==> src/rtl/pipeline_ctrl.sv <==
// Stall/flush sequencer for the 5-stage pipeline: stage enables and flushes,
// I/D-cache fill-port arbitration, HLT drain, and a stall-cycle counter.
module pipeline_ctrl #(
    parameter int unsigned DRAIN_CYCLES = 4,
    parameter int unsigned CNT_W        = 16
) (
    input  logic             clk,
    input  logic             rst_n,
    input  logic             stall_req,
    input  logic             branch_taken,
    input  logic             hlt_id,
    input  logic             icache_miss,
    input  logic             dcache_miss,
    input  logic             mem_done,
    output logic             pc_en,
    output logic             if_id_en,
    output logic             id_ex_en,
    output logic             ex_mem_en,
    output logic             mem_wb_en,
    output logic             if_id_flush,
    output logic             id_ex_flush,
    output logic             mem_req,
    output logic             mem_sel,
    output logic             halted,
    output logic [CNT_W-1:0] stall_cnt
);

    localparam int unsigned DC_W = (DRAIN_CYCLES > 2) ? $clog2(DRAIN_CYCLES) : 1;

    typedef enum logic [2:0] {
        S_RUN    = 3'd0,
        S_IFILL  = 3'd1,
        S_DFILL  = 3'd2,
        S_DRAIN  = 3'd3,
        S_HALTED = 3'd4
    } state_t;

    state_t            r_state;
    state_t            w_state_nxt;
    state_t            r_ret;
    state_t            w_ret_nxt;
    logic [DC_W-1:0]   r_drain_cnt;
    logic [DC_W-1:0]   w_drain_nxt;
    logic [CNT_W-1:0]  r_stall_cnt;

    // State, return state, drain countdown and saturating stall counter
    always_ff @(posedge clk or negedge rst_n) begin
        if (!rst_n) begin
            r_state     <= S_RUN;
            r_ret       <= S_RUN;
            r_drain_cnt <= '0;
            r_stall_cnt <= '0;
        end else begin
            r_state     <= w_state_nxt;
            r_ret       <= w_ret_nxt;
            r_drain_cnt <= w_drain_nxt;
            if (!pc_en && (r_state != S_HALTED) && (r_stall_cnt != '1)) begin
                r_stall_cnt <= r_stall_cnt + CNT_W'(1);
            end
        end
    end

    // Next-state decode; a D-cache miss always takes the fill port first
    always_comb begin
        w_state_nxt = r_state;
        w_ret_nxt   = r_ret;
        w_drain_nxt = r_drain_cnt;
        case (r_state)
            S_RUN: begin
                if (dcache_miss) begin
                    w_ret_nxt   = S_RUN;
                    w_state_nxt = S_DFILL;
                end else if (!stall_req && !branch_taken) begin
                    if (hlt_id) begin
                        w_drain_nxt = DC_W'(DRAIN_CYCLES - 1);
                        w_state_nxt = S_DRAIN;
                    end else if (icache_miss) begin
                        w_state_nxt = S_IFILL;
                    end
                end
            end
            S_IFILL: begin
                if (mem_done) begin
                    if (dcache_miss) begin
                        w_ret_nxt   = S_RUN;
                        w_state_nxt = S_DFILL;
                    end else begin
                        w_state_nxt = S_RUN;
                    end
                end
            end
            S_DFILL: begin
                if (mem_done) begin
                    w_state_nxt = r_ret;
                end
            end
            S_DRAIN: begin
                if (dcache_miss) begin
                    w_ret_nxt   = S_DRAIN;
                    w_state_nxt = S_DFILL;
                end else if (r_drain_cnt == '0) begin
                    w_state_nxt = S_HALTED;
                end else begin
                    w_drain_nxt = r_drain_cnt - DC_W'(1);
                end
            end
            S_HALTED: begin
                w_state_nxt = S_HALTED;
            end
            default: begin
                w_state_nxt = S_RUN;
            end
        endcase
    end

    // Output decode from state and inputs; everything held low during reset
    always_comb begin
        pc_en       = 1'b0;
        if_id_en    = 1'b0;
        id_ex_en    = 1'b0;
        ex_mem_en   = 1'b0;
        mem_wb_en   = 1'b0;
        if_id_flush = 1'b0;
        id_ex_flush = 1'b0;
        mem_req     = 1'b0;
        mem_sel     = 1'b0;
        halted      = 1'b0;
        if (rst_n) begin
            case (r_state)
                S_RUN: begin
                    if (dcache_miss) begin
                        // whole pipe frozen while MEM waits for data
                    end else if (stall_req) begin
                        id_ex_en    = 1'b1;
                        ex_mem_en   = 1'b1;
                        mem_wb_en   = 1'b1;
                        id_ex_flush = 1'b1;
                    end else if (branch_taken) begin
                        pc_en       = 1'b1;
                        if_id_en    = 1'b1;
                        id_ex_en    = 1'b1;
                        ex_mem_en   = 1'b1;
                        mem_wb_en   = 1'b1;
                        if_id_flush = 1'b1;
                    end else if (hlt_id || icache_miss) begin
                        if_id_en    = 1'b1;
                        id_ex_en    = 1'b1;
                        ex_mem_en   = 1'b1;
                        mem_wb_en   = 1'b1;
                        if_id_flush = 1'b1;
                    end else begin
                        pc_en       = 1'b1;
                        if_id_en    = 1'b1;
                        id_ex_en    = 1'b1;
                        ex_mem_en   = 1'b1;
                        mem_wb_en   = 1'b1;
                    end
                end
                S_IFILL: begin
                    mem_req = 1'b1;
                    if (!dcache_miss) begin
                        if_id_en    = 1'b1;
                        id_ex_en    = 1'b1;
                        ex_mem_en   = 1'b1;
                        mem_wb_en   = 1'b1;
                        if_id_flush = 1'b1;
                    end
                end
                S_DFILL: begin
                    mem_req = 1'b1;
                    mem_sel = 1'b1;
                end
                S_DRAIN: begin
                    // a D miss during drain freezes the pipe like in RUN
                    if (!dcache_miss) begin
                        if_id_en    = 1'b1;
                        id_ex_en    = 1'b1;
                        ex_mem_en   = 1'b1;
                        mem_wb_en   = 1'b1;
                        if_id_flush = 1'b1;
                    end
                end
                S_HALTED: begin
                    halted = 1'b1;
                end
                default: begin
                end
            endcase
        end
    end

    assign stall_cnt = r_stall_cnt;

endmodule

==> config.mk <==
export PLATFORM = sky130hd
export DESIGN_NAME = pipeline_ctrl
export DESIGN_NICKNAME = d
export VERILOG_FILES = /design/src/rtl/pipeline_ctrl.sv
export SDC_FILE = /design/constraint.sdc
export NUM_CORES = 1
export LEC_CHECK = 0
export ABC_AREA = 1
export CAP_MARGIN = 20
export CORE_MARGIN = 2
export CORE_UTILIZATION = 40
export DETAILED_ROUTE_END_ITERATION = 8
export PLACE_DENSITY_LB_ADDON = 0.12
export SLEW_MARGIN = 20
export SYNTH_ARGS = -nofsm -noshare
export SYNTH_HDL_FRONTEND = slang
export SYNTH_SLANG_ARGS = --single-unit
==> constraint.sdc <==
create_clock -name clk -period 1.65 [get_ports clk]
set_input_delay 0.4125 -clock clk [delete_from_list [all_inputs] [get_ports clk]]
set_output_delay 0.4125 -clock clk [all_outputs]
set_load 0.05 [all_outputs]
==> results.cfg <==
[status]
status = finished with violations
failed_checks = setup timing

[critical_path]
timing.critical_path.required_ns = 1.24
path_delay_family = simple AND/OR/NAND/NOR gates
timing.critical_path.cells = nor2_4 > nand2_2 > buf_4 > nor4_4 > buf_12
cp_max_fo = 3
reg2reg_launch_point = r_state[0]
crit_path_end = id_ex_flush
crit_arrival_ns = 1.53
worstSetupStartpoint = r_state[0]
reg2reg_to = stall_cnt[14]
worst_path_largest_cell_delay_ns = 0.45
worst-r2r-setup-slack_ns = 0.05
cp-start-kind = flip-flop
worst_path_max_delay_cell = dfrtp_2
reg2regPathDepth = 10
cp.buffers_inverters = 2
cp.depth = 5
worstSetupEndpointType = primary output
timing_worst_setup_path_type = flip-flop to primary output

[yosys]
synthesis.yosys.warnings = 0
cell_type_with_the_largest_total_area_after_synthesis = dfrtp_1
synth.ff_latch_count = 22
synth_cell_area_um2 = 1610
cell_variety_after_synth = 24
dominantRegCellSynth = dfrtp_1
synth_sequential_area_ratio_pct = 34.2
mappedNetlistNets = 265
synth_edf_count = 0
synthesis.instances = 255
post_synth.cell_area_avg_um2 = 6.32
synth_top_area_share_pct = 34.2
synth.area.top_cells = dfrtp_1 (34%), nand2_1 (24%), nand3_1 (9.0%)
postSynth.asyncResetShare_pct = 100

[drt]
drc = 0
vias_per_cell = 5.06
route.detailed.wl_per_inst_um = 13.7
drt_iter0_markers = 131
dr.pass1.iters = 4
antenna_left = 0
vias = 1950
finalWirelength_mm = 5.27

[clocking]
cts_bufs_inserted = 3
cell_chosen_for_the_clock_root = clkbuf_8
clk_latency_ns = 0.28
number_of_clock_sinks = 22
clock_tree.htree_level_count = 1
clk_pin_slew_ns = 0.09
ctsHoldBuffers = 0
cts_max_path_buffers = 2
tritoncts_clock_tree = done

[die]
core_um2 = 3940
pin_count = 34
die_height_um = 67.5
fp.dieArea_um2 = 4550
die_width_um = 67.5
rows = 23
initial_utilization_pct = 40.9

[pwr]
power-per-cell-area_nw_per_um2 = 1440
intPower_mw = 2.26
power.static_leakage_nw = 1.43
total_power_consumption_of_the_routed_design_mw = 4.13
p_switching_mw = 1.86
sequential_cell_fraction_of_total_power_pct = 21.6
power.combinational.fraction_pct = 65.4
clock_power_share_pct = 13.0
max-vdd-ir-drop_v = 0.000925
switching_share_pct = 45.2

[sta]
tns_ns = -2.39
finalHoldViolations = 0
finalClockSkew_ns = 0.00178
hold-worst-slack_ns = 0.256
min_period_over_period_pct = 118
unrepaired_setup_endpoints_after_global_routing = true
total_of_endpoints_with_negative_setup_slack_in_the_final_report = 10
final_max_slew_viol_count = 0
timing.slew.headroom_pct = 76.8
post-route-worst-setup-slack_ns = -0.289
achievable-frequency_mhz = 516
worst_slew_pin_slew_ns = 0.344
timing.final.crit_period_ns = 1.94

[global_routing]
grt_remaining_overflow = 0
wire_length_of_the_first_global_routing_pass_mm = 8.42
grt_max_degree = 17
antenna_found_initial = 0
global_route.usage.total_pct = 24.4
first_global_vias = 1848

[placement]
postPlaceCellArea_um2 = 2570
final_gp_congestion = 0.858
place_hpwl_mm = 3.55
port_buffers = 33

[layout]
num-nets-final = 346
post_route_standard_cell_area_excluding_fillers_um2 = 2860
syn_to_final_growth_pct = 77.7
diodes = 0
layout_filler_cell_count = 298
post_route_cells_drive_above_1_share_pct = 36.4

[hold_path]
hold_class = input pin to asynchronous set/reset pin

[flow_run]
cap_viol_max_count = 0
[logic make-up after synthesis]
group / Yosys count / share of synthesized area (%)
buf+inv: 33 / 8.93
xor+xnor: 5 / 2.72
flops: 22 / 34.2
fa+ha+maj: 2 / 1.55
compound gates: 9 / 2.79
simple gates: 184 / 49.8
[state kept, by name, summed over array words and instances (netlist names)]
signal,count
r_state,3
stall_cnt,16
r_drain_cnt,2
r_ret,1
[layout make-up]
cell class	count	area, um2	share of cell area, %
Multi-Input combinational cell	201	1090	38.1
Timing Repair Buffer	79	967	33.8
Sequential cell	22	558	19.5
Inverter	29	114	3.98
Tap cell	50	62.6	2.18
Clock buffer	3	41.3	1.44
Clock inverter	1	30.0	1.05
[what timing repair did]
| item | 4_1_cts | 5_1_grt |
|---|---|---|
| endpoints found under the setup margin | 27 | 31 |
| cloned | 0 | 1 |
| resized for setup | 31 | 20 |
| pin swaps | 11 | 6 |
| setup buffers | 5 | 3 |
[layer usage]
| layer | GRT usage (%) | part of all wire [%] | up-vias |
|---|---|---|---|
| li1 | - | - | 967 |
| met1 | 31.1 | 44 | 936 |
| met2 | 42.4 | 51 | 36 |
| met3 | 2.83 | 2.7 | 11 |
| met4 | 8.16 | 1.8 | 0 |
| met5 | 0 | 0 | - |
[worst min path at each step]
stage | from | end | slack [ns] | cells after the start
finish | rst_n | r_state[2] | 0.26 | 2
CTS | rst_n | r_state[2] | 0.26 | 2
global route | rst_n | r_drain_cnt[1] | 0.27 | 2
global placement | r_drain_cnt[1] | r_drain_cnt[1] | 0.47 | 2
detailed placement | r_drain_cnt[1] | r_drain_cnt[1] | 0.46 | 2
floorplan | rst_n | r_drain_cnt[0] | 0.12 | 0
[power by group through the flow]
stage / Combinational, mW / Clock [mW] / Sequential (mW)
floorplan: 0.982 / 0 / 1.15
finish: 2.70 / 0.536 / 0.890
detailed placement: 2.37 / 0 / 0.871
global placement: 2.33 / 0 / 0.865
global route: 2.89 / 0.563 / 0.916
CTS: 2.54 / 0.541 / 0.877
[layout by cell type, fill, tap and decap left out, drive strengths merged, types with 4 or more instances in the layout]
cell           n
dlygate4sd2    4
nand4          8
o21ai          5
nand2        106
dfrtp         22
buf           72
inv           29
nand3         31
nor2          35
a21oi          4
[worst reg2reg max path, stage by stage (launching register included)]
cell and delay [ns]:
dfrtp_2 0.45, nor2_4 0.20, buf_4 0.14, buf_6 0.10
nand2_2 0.09, buf_6 0.15, nand2_1 0.07, nor2_2 0.03
buf_4 0.16, nand2_1 0.06, nand2_1 0.05
[per-stage QoR]
| stage | instances | utilization [%] | setup slack (ns) |
|---|---|---|---|
| 4_1_cts | 381 | 70.1 | -0.246 |
| 2_1_floorplan | 255 | - | -0.221 |
| 5_1_grt | 385 | 72.6 | -0.344 |
| 6_report | 385 | 72.6 | -0.289 |
| 3_5_place_dp | 372 | 65.2 | -0.393 |
| 3_3_place_gp | 372 | 65.2 | -0.384 |
[synthesized netlist by cell type (2+ instances only)]
master,instances
dfrtp_1,22
nand4_1,7
nor2_2,4
ha_1,2
nand2_1,104
inv_2,2
o21ai_0,5
nand3b_1,2
a21oi_1,4
xor2_1,3
nand2_2,2
nand3_1,29
xnor2_1,2
nor2_1,30
buf_4,2
inv_1,27
Note: power is estimated with default switching activity, not from simulation.
